**config.mk**
```make
export PLATFORM = sky130hd
export DESIGN_NAME = uart_bus_master
export DESIGN_NICKNAME = d
export VERILOG_FILES = /design/src/rtl/uart_bus_master_pkg.sv /design/src/rtl/uart_bus_master.sv
export SDC_FILE = /design/constraint.sdc
export NUM_CORES = 1
export LEC_CHECK = 0
export ABC_AREA = 1
export BUFFER_PORTS_ARGS = -buffer_cell sky130_fd_sc_hd__buf_2
export CAP_MARGIN = 20
export CORE_UTILIZATION = 52
export DETAILED_ROUTE_END_ITERATION = 6
export PLACE_DENSITY = 0.83
export SETUP_SLACK_MARGIN = 0.1
export SLEW_MARGIN = 20
export SYNTH_ARGS = -nofsm -noshare
export SYNTH_HDL_FRONTEND = slang
export SYNTH_SLANG_ARGS = --single-unit
```
**constraint.sdc**
```tcl
create_clock -name clk_i -period 1.6 [get_ports clk_i]
set_input_delay 0.08 -clock clk_i [delete_from_list [all_inputs] [get_ports clk_i]]
set_output_delay 0.08 -clock clk_i [all_outputs]
set_load 0.01 [all_outputs]
```
**src/rtl/uart_bus_master_pkg.sv**
```systemverilog
// rtl/uart_bus_master_pkg.sv - state encoding and protocol byte constants for uart_bus_master
package uart_bus_master_pkg;

  typedef enum logic [2:0] {
    ST_IDLE,
    ST_RX_ADDR,
    ST_RX_DATA,
    ST_BUS_REQ,
    ST_BUS_WAIT,
    ST_TX_STATUS,
    ST_TX_DATA
  } state_e;

  localparam logic [7:0] CMD_WRITE = 8'h01;
  localparam logic [7:0] CMD_READ  = 8'h02;
  localparam logic [7:0] RSP_ACK   = 8'h06;
  localparam logic [7:0] RSP_NAK   = 8'h15;

endpackage

```
**src/rtl/uart_bus_master.sv**
```systemverilog
// rtl/uart_bus_master.sv - UART command decoder driving a req/gnt/rvalid bus; optional UART_BUS_MASTER_TIMEOUT_EN
module uart_bus_master
  import uart_bus_master_pkg::*;
#(
  parameter int unsigned TIMEOUT_CYCLES = 1000000
) (
  input  logic        clk_i,
  input  logic        rst_ni,
  input  logic        rx_valid_i,
  input  logic [7:0]  rx_data_i,
  output logic        tx_start_o,
  output logic [7:0]  tx_data_o,
  input  logic        tx_busy_i,
  output logic        req_o,
  input  logic        gnt_i,
  input  logic        rvalid_i,
  output logic        we_o,
  output logic [3:0]  be_o,
  output logic [31:0] addr_o,
  output logic [31:0] wdata_o,
  input  logic [31:0] rdata_i,
  input  logic        err_i,
  output logic        busy_o
);

  state_e      state, state_next;
  logic        is_read_q;
  logic        err_q;
  logic [1:0]  byte_cnt_q;
  logic [31:0] addr_q, wdata_q, rdata_q;
  logic        fire, tx_ready, timeout_hit, cmd_ok;
  logic [7:0]  tx_byte;

  assign cmd_ok   = (rx_data_i == CMD_WRITE) || (rx_data_i == CMD_READ);
  // A pulse in the previous cycle blocks this one, giving the 2-cycle spacing.
  assign tx_ready = !tx_busy_i && !tx_start_o;

`ifdef UART_BUS_MASTER_TIMEOUT_EN
  logic [31:0] tmo_cnt_q;
  logic        in_rx;
  assign in_rx = (state == ST_RX_ADDR) || (state == ST_RX_DATA);

  always_ff @(posedge clk_i or negedge rst_ni) begin
    if (!rst_ni)                    tmo_cnt_q <= '0;
    else if (in_rx && !rx_valid_i)  tmo_cnt_q <= tmo_cnt_q + 32'd1;
    else                            tmo_cnt_q <= '0;
  end

  assign timeout_hit = in_rx && !rx_valid_i && (tmo_cnt_q == TIMEOUT_CYCLES - 32'd1);
`else
  // Parameter stays referenced so the port-compatible interface lints cleanly.
  assign timeout_hit = 1'b0 & (TIMEOUT_CYCLES == 0);
`endif

  always_ff @(posedge clk_i or negedge rst_ni) begin
    if (!rst_ni) state <= ST_IDLE;
    else         state <= state_next;
  end

  always_comb begin
    state_next = state;
    fire       = 1'b0;
    tx_byte    = 8'h00;
    case (state)
      ST_IDLE:
        if (rx_valid_i) state_next = cmd_ok ? ST_RX_ADDR : ST_TX_STATUS;
      ST_RX_ADDR:
        if (timeout_hit) state_next = ST_IDLE;
        else if (rx_valid_i && byte_cnt_q == 2'd3)
          state_next = is_read_q ? ST_BUS_REQ : ST_RX_DATA;
      ST_RX_DATA:
        if (timeout_hit) state_next = ST_IDLE;
        else if (rx_valid_i && byte_cnt_q == 2'd3) state_next = ST_BUS_REQ;
      ST_BUS_REQ:
        if (gnt_i) state_next = ST_BUS_WAIT;
      ST_BUS_WAIT:
        if (rvalid_i) state_next = ST_TX_STATUS;
      ST_TX_STATUS: begin
        tx_byte = err_q ? RSP_NAK : RSP_ACK;
        if (tx_ready) begin
          fire       = 1'b1;
          state_next = (is_read_q && !err_q) ? ST_TX_DATA : ST_IDLE;
        end
      end
      ST_TX_DATA: begin
        tx_byte = rdata_q[{byte_cnt_q, 3'b000} +: 8];
        if (tx_ready) begin
          fire = 1'b1;
          if (byte_cnt_q == 2'd3) state_next = ST_IDLE;
        end
      end
      default: state_next = ST_IDLE;
    endcase
  end

  always_ff @(posedge clk_i or negedge rst_ni) begin
    if (!rst_ni) begin
      is_read_q  <= 1'b0;
      err_q      <= 1'b0;
      byte_cnt_q <= '0;
      addr_q     <= '0;
      wdata_q    <= '0;
      rdata_q    <= '0;
      tx_start_o <= 1'b0;
      tx_data_o  <= '0;
    end else begin
      tx_start_o <= fire;
      if (fire) tx_data_o <= tx_byte;
      case (state)
        ST_IDLE:
          if (rx_valid_i) begin
            // An unknown command reuses the error flag so TX_STATUS sends NAK.
            is_read_q  <= (rx_data_i == CMD_READ);
            err_q      <= !cmd_ok;
            byte_cnt_q <= '0;
          end
        ST_RX_ADDR:
          if (rx_valid_i) begin
            addr_q     <= {rx_data_i, addr_q[31:8]};
            byte_cnt_q <= byte_cnt_q + 2'd1;
          end
        ST_RX_DATA:
          if (rx_valid_i) begin
            wdata_q    <= {rx_data_i, wdata_q[31:8]};
            byte_cnt_q <= byte_cnt_q + 2'd1;
          end
        ST_BUS_WAIT:
          if (rvalid_i) begin
            rdata_q    <= rdata_i;
            err_q      <= err_i;
            byte_cnt_q <= '0;
          end
        ST_TX_DATA:
          if (fire) byte_cnt_q <= byte_cnt_q + 2'd1;
        default: ;
      endcase
    end
  end

  assign busy_o  = (state != ST_IDLE);
  assign req_o   = (state == ST_BUS_REQ);
  assign we_o    = req_o && !is_read_q;
  assign be_o    = 4'hF;
  assign addr_o  = {addr_q[31:2], 2'b00};
  assign wdata_o = wdata_q;

endmodule

```
==> results.md, run 1 <==
- Tot Pwr: 12.0 mW
- Post-detailed-route count of antenna-violating nets: 0
- CTS clock-pin slew for the worst setup and hold paths: 0.11 ns
- Ant diodes: 0
- Mean post-synth cell area: 8.70 um2
- Max Cap Viol: 0
- Nets: 769
- RSZ-0062 raised after global routing: yes
- CP endpoint: rdata_q[1]$_DFFE_PN0P_
- PwrDens: 1840 nW/um2
- Worst R2R Path Depth: 7
- CP top delay family: simple AND/OR/NAND/NOR gates
- Ys flop type: dfrtp_1
- Gr ovfl total: 0
- Total GRT Usage: 25.0%
- HPWL Detailed: 7540 um
- Die width: 97.6 um
- Fill count: 612
- Final hold violations: 0
- Initial Util: 54.2%
- Share of layout cells above drive strength 1: 31.8%
- Die ar.: 9520 um2
- Fin area: 6520 um2
- Buf+Inv Stages, Crit Path: 3
- Post-layout min period: 1.60 ns
- Clock skew: 0.0144 ns
- Status: finished with violations
- Max Slew Vio Count: 0
- Final Instance Count excl. Fillers: 834
- Routability cong.: 0.923
- Initial antenna violation count: 0
- Critical Path Start Type: register
- DR top layer: met4
- DR iter-0 viols: 216
- Syn Inst Count: 546
- Clk_lat worst skew: 0.38 ns
- Post-synth top cells: nand2_1, dfrtp_1, o21ai_0
- Met2 routed WL: 6310 um
- Worst setup margin: -0.00233 ns
- Critical path required time: 1.86 ns
- Critical setup path kind: register to register
- WL/cell: 14.7 um
- Placed cell area: 5540 um2
- Worst setup startpoint: state[1]$_DFFE_PN0P_
- Synth area leaders: dfrtp_1, nand2_1, o21ai_0
- Remaining DRCs: 0
- Final WL: 12200 um
- Number of vias in the routed layout: 4284
- Ys async rst share: 100%
- Actual slew at the worst max-slew pin: 0.503 ns
- CORE AREA: 8760 um2
- Via-per-instance ratio: 5.14
- Crit path cell chain: buf_6, nor2_4, nand2_2, nor2_4, buf_12, buf_6, o21ai_0
- Cell Area, Synth: 4750 um2
- # setup viols final: 1
- TritonRoute pass-1 iters: 6
- R2r setup slk: -0.002 ns
- Critical Path Fanout Max: 10
- Placed insts: 765
- Setup TNS: -0.00233 ns
- Failing checks: negative setup slack
- Top-count cell post-synth: nand2_1
- Final worst path period share: 100%
- Synthesized flop and latch total: 110
- Met3 wire length: 635 um
- Sink Count: 110
- Number of global-route vias before repair: 4055
- Top-level I/O count: 127
- Post-synth top area share: 58.0%
- CP endpoint kind: register
- Max Freq: 0.624 GHz
- H-tree Lvls: 3
- Worst reg2reg path startpoint: state[1]$_DFFE_PN0P_
- Post-synth EDFFs: 0
- Worst R2R End: rdata_q[1]$_DFFE_PN0P_
- Die H: 97.6 um
- Final Util: 74.4%
- Worst EP arrival: 1.86 ns
- Yosys warns: 0
- Slowest CP cell: dfrtp_2
- Longest Clk Path Bufs: 2
- CTS tree: yes
- Biggest area consumer among synthesized cells: dfrtp_1
- # rows: 34
- Max VDD drop: 0.930 mV
- CP Depth: 7
- Sequential element share of the synthesized area: 58.0%
- Wl on met1: 4920 um
- Worst min-delay path class: input port to register
- First-pass GRT wire length: 19000 um
- Max incr delay on CP: 0.47 ns
- Layout area overhead: 37.3%
- Count of cell types in the netlist: 23
- Max-slew headroom: 66.4%
- Pin count of the biggest net entering global routing: 57
- Pleak: 3.53 nW
- CTS buffer count: 9
- IO buf count: 120
- Root Buffer: clkbuf_8
routing by layer:
| layer | vias up | track usage, % |
|---|---|---|
| met2 | 178 | 41.9 |
| met5 | - | 0 |
| met1 | 2012 | 32.5 |
| met3 | 29 | 3.88 |
| li1 | 2065 | - |
| met4 | 0 | 10.3 |
cells in the final DEF (no fill, tap or decap), drive strengths merged, types with 2 or more instances in the layout:
cell type    instances
mux2                14
nand2              181
clkbuf              13
conb                 6
o211ai               5
buf                150
nand4                3
nand3               22
o21ai               52
a21oi               21
dlygate4sd3         36
dfrtp              110
clkinv               2
nor2                50
o22ai                4
inv                 53
worst min-delay path by stage:
stage / start / end / slack (ns) / cells past startpoint
after floorplan: rst_ni / addr_q[10]$_DFFE_PN0P_ / -0.22 / 0
after global placement: rst_ni / addr_q[18]$_DFFE_PN0P_ / 0.07 / 1
after detailed placement: rst_ni / addr_q[18]$_DFFE_PN0P_ / 0.08 / 1
after CTS: rx_data_i[7] / wdata_o[31]$_DFFE_PN0P_ / 0.0004 / 3
after global routing: rx_data_i[4] / wdata_o[28]$_DFFE_PN0P_ / 0.003 / 3
final: rx_data_i[1] / is_read_q$_DFFE_PN0P_ / 0.02 / 3
tightest hold or removal path, stage by stage:
cell and delay, ns:
buf_2 0.12, nand3_1 0.08, o21ai_0 0.07
final cells by class:
cell class / count / area [um2] / share of cell area, %
Tap cell: 108 / 135 / 2.07
Sequential cell: 110 / 2760 / 42.3
Inverter: 51 / 210 / 3.22
Clock buffer: 10 / 138 / 2.11
Multi-Input combinational cell: 360 / 1830 / 28.0
Timing Repair Buffer: 189 / 1370 / 21.1
Clock inverter: 6 / 83.8 / 1.29
power by group:
part	leakage (nW)	switching [mW]	internal, mW	total (mW)
clock network	0.113	1.03	0.809	1.84
logic	2.06	3.03	2.29	5.31
registers	1.36	0.777	4.07	4.85
through the flow:
stage,setup WS [ns],hold WS [ns]
floorplan,0.227,-0.216
global placement,0.0502,0.0686
detailed placement,-0.0220,0.0796
CTS,0.0674,0.000408
global route,-0.0363,0.00291
finish,-0.00233,0.0157
flip-flops by register name (all words and copies together), names as in the netlist:
name and flops:
tx_data_o 8, tx_start_o 1, addr_q 30, byte_cnt_q 2, err_q 1, wdata_o 32
is_read_q 1, state 3, rdata_q 32
kinds of logic (layout without fill, tap and decap cells):
family	Yosys count	in the layout	share of synthesized area [%]
compound gates	82	82	9.01
xor+xnor	1	1	0.184
fa+ha+maj	1	1	0.263
buf+inv	80	256	7.22
flops	110	110	58.0
mux	14	14	3.48
other cells	2	6	0.158
simple gates	256	256	21.7
repair_timing:
action	4_1_cts	5_1_grt
hold endpoints to repair	67	1
setup buffers	6	5
hold buffers	35	1
gates resized for setup	11	59
cloned	0	6
endpoints found under the setup margin	55	62
pin swaps	1	13
Power figures use the tool's default switching activity.
==> inputs of run 2 (changes only) <==
SKIP_CTS_REPAIR_TIMING = 1   (was unset)
TNS_END_PERCENT = 50   (was unset)
==> results.md, run 2 (same netlist as run 1, synthesis figures left out) <==
- Status: finished, final reports clean
- Critical setup path kind: register to output pin
- First-pass GRT wire length: 17600 um (-7.5%)
- Die H: 97.6 um (unchanged)
- CORE AREA: 8760 um2 (unchanged)
- # setup viols final: 0 (-1)
- CTS clock-pin slew for the worst setup and hold paths: 0.11 ns (about the same)
- Max-slew headroom: 65.4% (-1.1 points)
- Share of layout cells above drive strength 1: 27.7% (-4.2 points)
- Critical Path Fanout Max: 7 (-3)
- FF/Latch Area: 2760 um2 (unchanged)
- Routability cong.: 0.923 (unchanged)
- Initial Util: 54.2% (unchanged)
- Via-per-instance ratio: 5.07 (-1.3%)
- Clk_lat worst skew: 0.37 ns (about the same)
- H-tree Lvls: 3 (unchanged)
- # rows: 34 (unchanged)
- Max Cap Viol: 0 (unchanged)
- Multi-input logic area: 1750 um2 (-4.1%)
- RSZ-0062 raised after global routing: yes
- Total GRT Usage: 23.0% (-2.0 points)
- Clock skew: 0.0129 ns (-0.00145 ns)
- Initial antenna violation count: 0 (unchanged)
- TritonRoute pass-1 iters: 4 (-2)
- Max Freq: 0.643 GHz (+3.0%)
- Worst R2R Path Depth: 6 (-1)
- PwrDens: 1850 nW/um2 (+0.51%)
- Top-level I/O count: 127 (unchanged)
- Actual slew at the worst max-slew pin: 0.519 ns (+0.0157 ns)
- Highest-count cells in the layout ignoring fill and taps: nand2_1, buf_2, dfrtp_1
- CP endpoint kind: output pin
- CTS tree: yes
- Number of vias in the routed layout: 4177 (-2.5%)
- Final worst path period share: 97.2% (-2.9 points)
- Pleak: 3.43 nW (-2.7%)
- Final WL: 11400 um (-6.5%)
- Final Util: 72.1% (-2.3 points)
- Fill count: 632 (+3.3%)
- Critical path required time: 1.52 ns (-0.34 ns)
- Die ar.: 9520 um2 (unchanged)
- Die width: 97.6 um (unchanged)
- Worst min-delay path class: input port to register
- Fin area: 6320 um2 (-3.1%)
- HPWL Detailed: 7540 um (unchanged)
- Ant diodes: 0 (unchanged)
- Layout area overhead: 33.1%
- Commonest non-fill, non-tap cell in the layout: nand2_1
- DR iter-0 viols: 178 (-18%)
- Sink Count: 110 (unchanged)
- Remaining DRCs: 0 (unchanged)
- Critical Path Start Type: register
- Placed cell area: 5540 um2 (unchanged)
- CTS buffer count: 9 (unchanged)
- Final hold violations: 0 (unchanged)
- Max VDD drop: 0.905 mV (-2.7%)
- Setup WS pre-CTS: -0.0220 ns (unchanged)
- Number of global-route vias before repair: 3780 (-6.8%)
- Worst setup margin: 0.0440 ns (+0.0464 ns)
- WL/cell: 13.9 um (-5.3%)
- IO buf count: 120 (unchanged)
- Nets: 759 (-1.3%)
- Max Slew Vio Count: 0 (unchanged)
- Pin count of the biggest net entering global routing: 57 (unchanged)
- Gr ovfl total: 0 (unchanged)
- Hold depth: 3 (unchanged)
- Tot Pwr: 11.7 mW (-2.6%)
- Longest Clk Path Bufs: 2 (unchanged)
- Post-detailed-route count of antenna-violating nets: 0 (unchanged)
- Worst EP arrival: 1.48 ns (-0.38 ns)
- Root Buffer: clkbuf_8
- Post-layout min period: 1.56 ns (-0.0464 ns)
## run 2: cell count changes in the layout (fill, tap and decap cells not counted), sizes merged
cell      delta
buf          -8
clkinvlp     +1
clkinv       -1
clkbuf       -2
## run 2: power by group
part | leakage, nW | switching (mW) | internal, mW
clock | 0.113 | 1.02 | 0.810
sequential | 1.36 | 0.821 | 4.07
combinational | 1.97 | 2.82 | 2.15
## run 2: layout make-up
cell class / count / share of cell area [%]
multi-input cells: 360 / 27.7
repair buffers: 179 / 19.8
clock inverters: 6 / 1.33
clock buffers: 10 / 2.18
well taps: 108 / 2.14
inverters: 51 / 3.27
flip-flops and latches: 110 / 43.6
## run 2: worst paths after layout
check,slack [ns],to,start
min in group asynchronous,0.21,addr_q[16]$_DFFE_PN0P_,rst_ni
worst min-delay path,0.02,is_read_q$_DFFE_PN0P_,rx_data_i[1]
max in group asynchronous,0.79,addr_q[23]$_DFFE_PN0P_,rst_ni
worst max-delay path,0.04,we_o,state[1]$_DFFE_PN0P_
worst max register to register,0.08,rdata_q[6]$_DFFE_PN0P_,state[0]$_DFFE_PN0P_
worst min register to register,0.48,rdata_q[4]$_DFFE_PN0P_,rdata_q[4]$_DFFE_PN0P_
## run 2: per-layer routing
metal / global-route usage [%] / wire length, um / up-vias
li1: - / - / 2040
met1: 31.8 / 4850 / 1972
met2: 36.1 / 5750 / 146
met3: 3.74 / 549 / 19
met4: 9.73 / 272 / 0
met5: 0 / 0 / -
## run 2: through the flow
step	TNS, ns	instances	hold WS [ns]
2_1_floorplan	0	550	-0.216
3_3_place_gp	0	765	0.0686
3_5_place_dp	-0.0585	765	0.0796
4_1_cts	-0.655	781	-0.329
5_1_grt	-0.0563	824	0.000527
6_report	0	824	0.0241
## run 2: critical path, stage by stage (launching register included)
cell and delay (ns):
dfrtp_2 0.52, nand2_4 0.09, nor2_4 0.14, buf_6 0.11
inv_2 0.03, nor2_2 0.09, buf_2 0.13
==> inputs of run 3 (changes only) <==
CORE_UTILIZATION = 56   (was 52)
CTS_CLUSTER_SIZE = 14   (was unset)
PLACE_DENSITY = 0.88   (was 0.83)
clock period = 1.8 ns   (was 1.6 ns; I/O delays follow)
==> results.md, run 3 (same netlist as run 1, synthesis figures left out) <==
- IO buf count: 120 (unchanged)
- Worst EP arrival: 1.50 ns (+0.02 ns)
- CP endpoint kind: output pin
- Fin area: 6050 um2 (-4.2%)
- Met3 wire length: 605 um (+10%)
- Final hold violations: 0 (unchanged)
- Clock skew: 0.0125 ns (-0.000438 ns)
- Top-level I/O count: 127 (unchanged)
- Total GRT Usage: 25.8% (+2.8 points)
- Die width: 94.1 um (-3.6%)
- Tot Pwr: 10.1 mW (-14%)
- Gr ovfl total: 0 (unchanged)
- Setup TNS: 0 ns (unchanged)
- Worst min-delay path class: input port to register
- CP endpoint: we_o
- Wl on met1: 4840 um (-0.23%)
- Highest-count cells in the layout ignoring fill and taps: nand2_1, buf_2, dfrtp_1
- Critical path required time: 1.71 ns (+0.19 ns)
- Critical Path Fanout Max: 6 (-1)
- Max Freq: 0.629 GHz
- Critical setup path kind: register to output pin
- WL/cell: 14.5 um (+4.9%)
- CORE AREA: 8220 um2 (-6.2%)
- Nets: 748 (-1.4%)
- First-pass GRT wire length: 17300 um (-1.4%)
- Share of layout cells above drive strength 1: 24.8% (-2.8 points)
- # rows: 33 (-2.9%)
- TritonRoute pass-1 iters: 4 (unchanged)
- Routability cong.: 0.902 (-2.2%)
- Layout area overhead: 27.4%
- Met2 routed WL: 6150 um (+6.8%)
- R2r setup slk: 0.21 ns (+0.13 ns)
- Worst setup startpoint: state[1]$_DFFE_PN0P_
- Placed cell area: 5480 um2 (-1.1%)
- Via-per-instance ratio: 5.09 (+0.46%)
- Number of vias in the routed layout: 4125 (-1.2%)
- CTS buffer count: 9 (unchanged)
- Die H: 94.1 um (-3.6%)
- DR iter-0 viols: 182 (+2.2%)
- Final WL: 11800 um (+3.1%)
- RSZ-0062 raised after global routing: yes
- HPWL Detailed: 8130 um (+7.7%)
- Status: finished, final reports clean
- Max VDD drop: 0.711 mV (-21%)
- DR top layer: met4
- Final worst path period share: 88.3%
- Max Slew Vio Count: 0 (unchanged)
- Worst R2R End: err_q$_DFFE_PN0P_
- CTS tree: yes
- Ant diodes: 0 (unchanged)
- Initial antenna violation count: 0 (unchanged)
- CTS clock-pin slew for the worst setup and hold paths: 0.10 ns (about the same)
- Critical Path Start Type: register
- Worst R2R Path Depth: 8 (+2)
- Worst reg2reg path startpoint: state[0]$_DFFE_PN0P_
- Post-detailed-route count of antenna-violating nets: 0 (unchanged)
- H-tree Lvls: 3 (unchanged)
- PwrDens: 1670 nW/um2 (-9.8%)
- Longest Clk Path Bufs: 2 (unchanged)
- Max Cap Viol: 0 (unchanged)
- Pin count of the biggest net entering global routing: 57 (unchanged)
- Clk_lat worst skew: 0.38 ns (about the same)
- Final Util: 73.7% (+1.5 points)
- Commonest non-fill, non-tap cell in the layout: nand2_1
- Number of global-route vias before repair: 3779 (-0.026%)
- Setup WS pre-CTS: 0.151 ns (+0.173 ns)
- Initial Util: 57.8% (+3.6 points)
- Remaining DRCs: 0 (unchanged)
- Post-layout min period: 1.59 ns
- Worst setup margin: 0.211 ns (+0.167 ns)
- # setup viols final: 0 (unchanged)
- Die ar.: 8850 um2 (-7.0%)
- Pleak: 3.31 nW (-3.5%)
- Root Buffer: clkbuf_8
- Sink Count: 110 (unchanged)
run 3: cell count changes in the layout (fill, tap and decap cells not counted), moves of 3 or more:
cell,previous run,this run
buf_12,6,3
buf_4,13,10
buf_6,5,0
inv_1,45,48
mux2_2,5,12
mux2_4,9,2
nor2_1,39,46
nor2_2,6,3
nor2_4,4,0
run 3: critical path, cell delays in order, from the launching register on:
cell and delay [ns]:
dfrtp_2 0.49, nand2_1 0.15, nor2_2 0.17, inv_1 0.09, nor2_1 0.10, buf_2 0.14
run 3: final cells by class:
cell class,count,area [um2]
Multi-Input combinational cell,361,1690
Sequential cell,110,2750
Timing Repair Buffer,167,1080
Clock inverter,7,88.8
Inverter,51,191
Clock buffer,9,124
Fill cell,608,2160
Tap cell,105,131
run 3: metrics by stage:
stage               hold slack (ns)  cells
floorplan                    -0.206    550
global placement             0.0559    758
detailed placement           0.0606    758
CTS                          -0.367    774
global route                0.00908    810
finish                      0.00520    810
run 3: worst min path at each step:
| stage | depth (start not counted) | endpoint | start | slack (ns) |
|---|---|---|---|---|
| 6_report | 3 | is_read_q$_DFFE_PN0P_ | rx_data_i[1] | 0.005 |
| 4_1_cts | 1 | wdata_o[14]$_DFFE_PN0P_ | rst_ni | -0.37 |
| 3_5_place_dp | 1 | wdata_o[6]$_DFFE_PN0P_ | rst_ni | 0.06 |
| 2_1_floorplan | 0 | addr_q[10]$_DFFE_PN0P_ | rst_ni | -0.21 |
| 3_3_place_gp | 1 | wdata_o[6]$_DFFE_PN0P_ | rst_ni | 0.06 |
| 5_1_grt | 3 | wdata_o[29]$_DFFE_PN0P_ | rx_data_i[5] | 0.009 |
run 3: power by group:
| group | switching, mW | internal, mW |
|---|---|---|
| Sequential | 0.730 | 3.62 |
| Combinational | 2.49 | 1.67 |
| Clock | 0.907 | 0.678 |
| Total | 4.13 | 5.97 |
run 3: routing by layer:
metal | up-vias | GRT usage (%)
li1 | 2021 | -
met4 | 0 | 10.4
met5 | - | 0
met1 | 1954 | 31.3
met3 | 15 | 3.48
met2 | 135 | 46.0
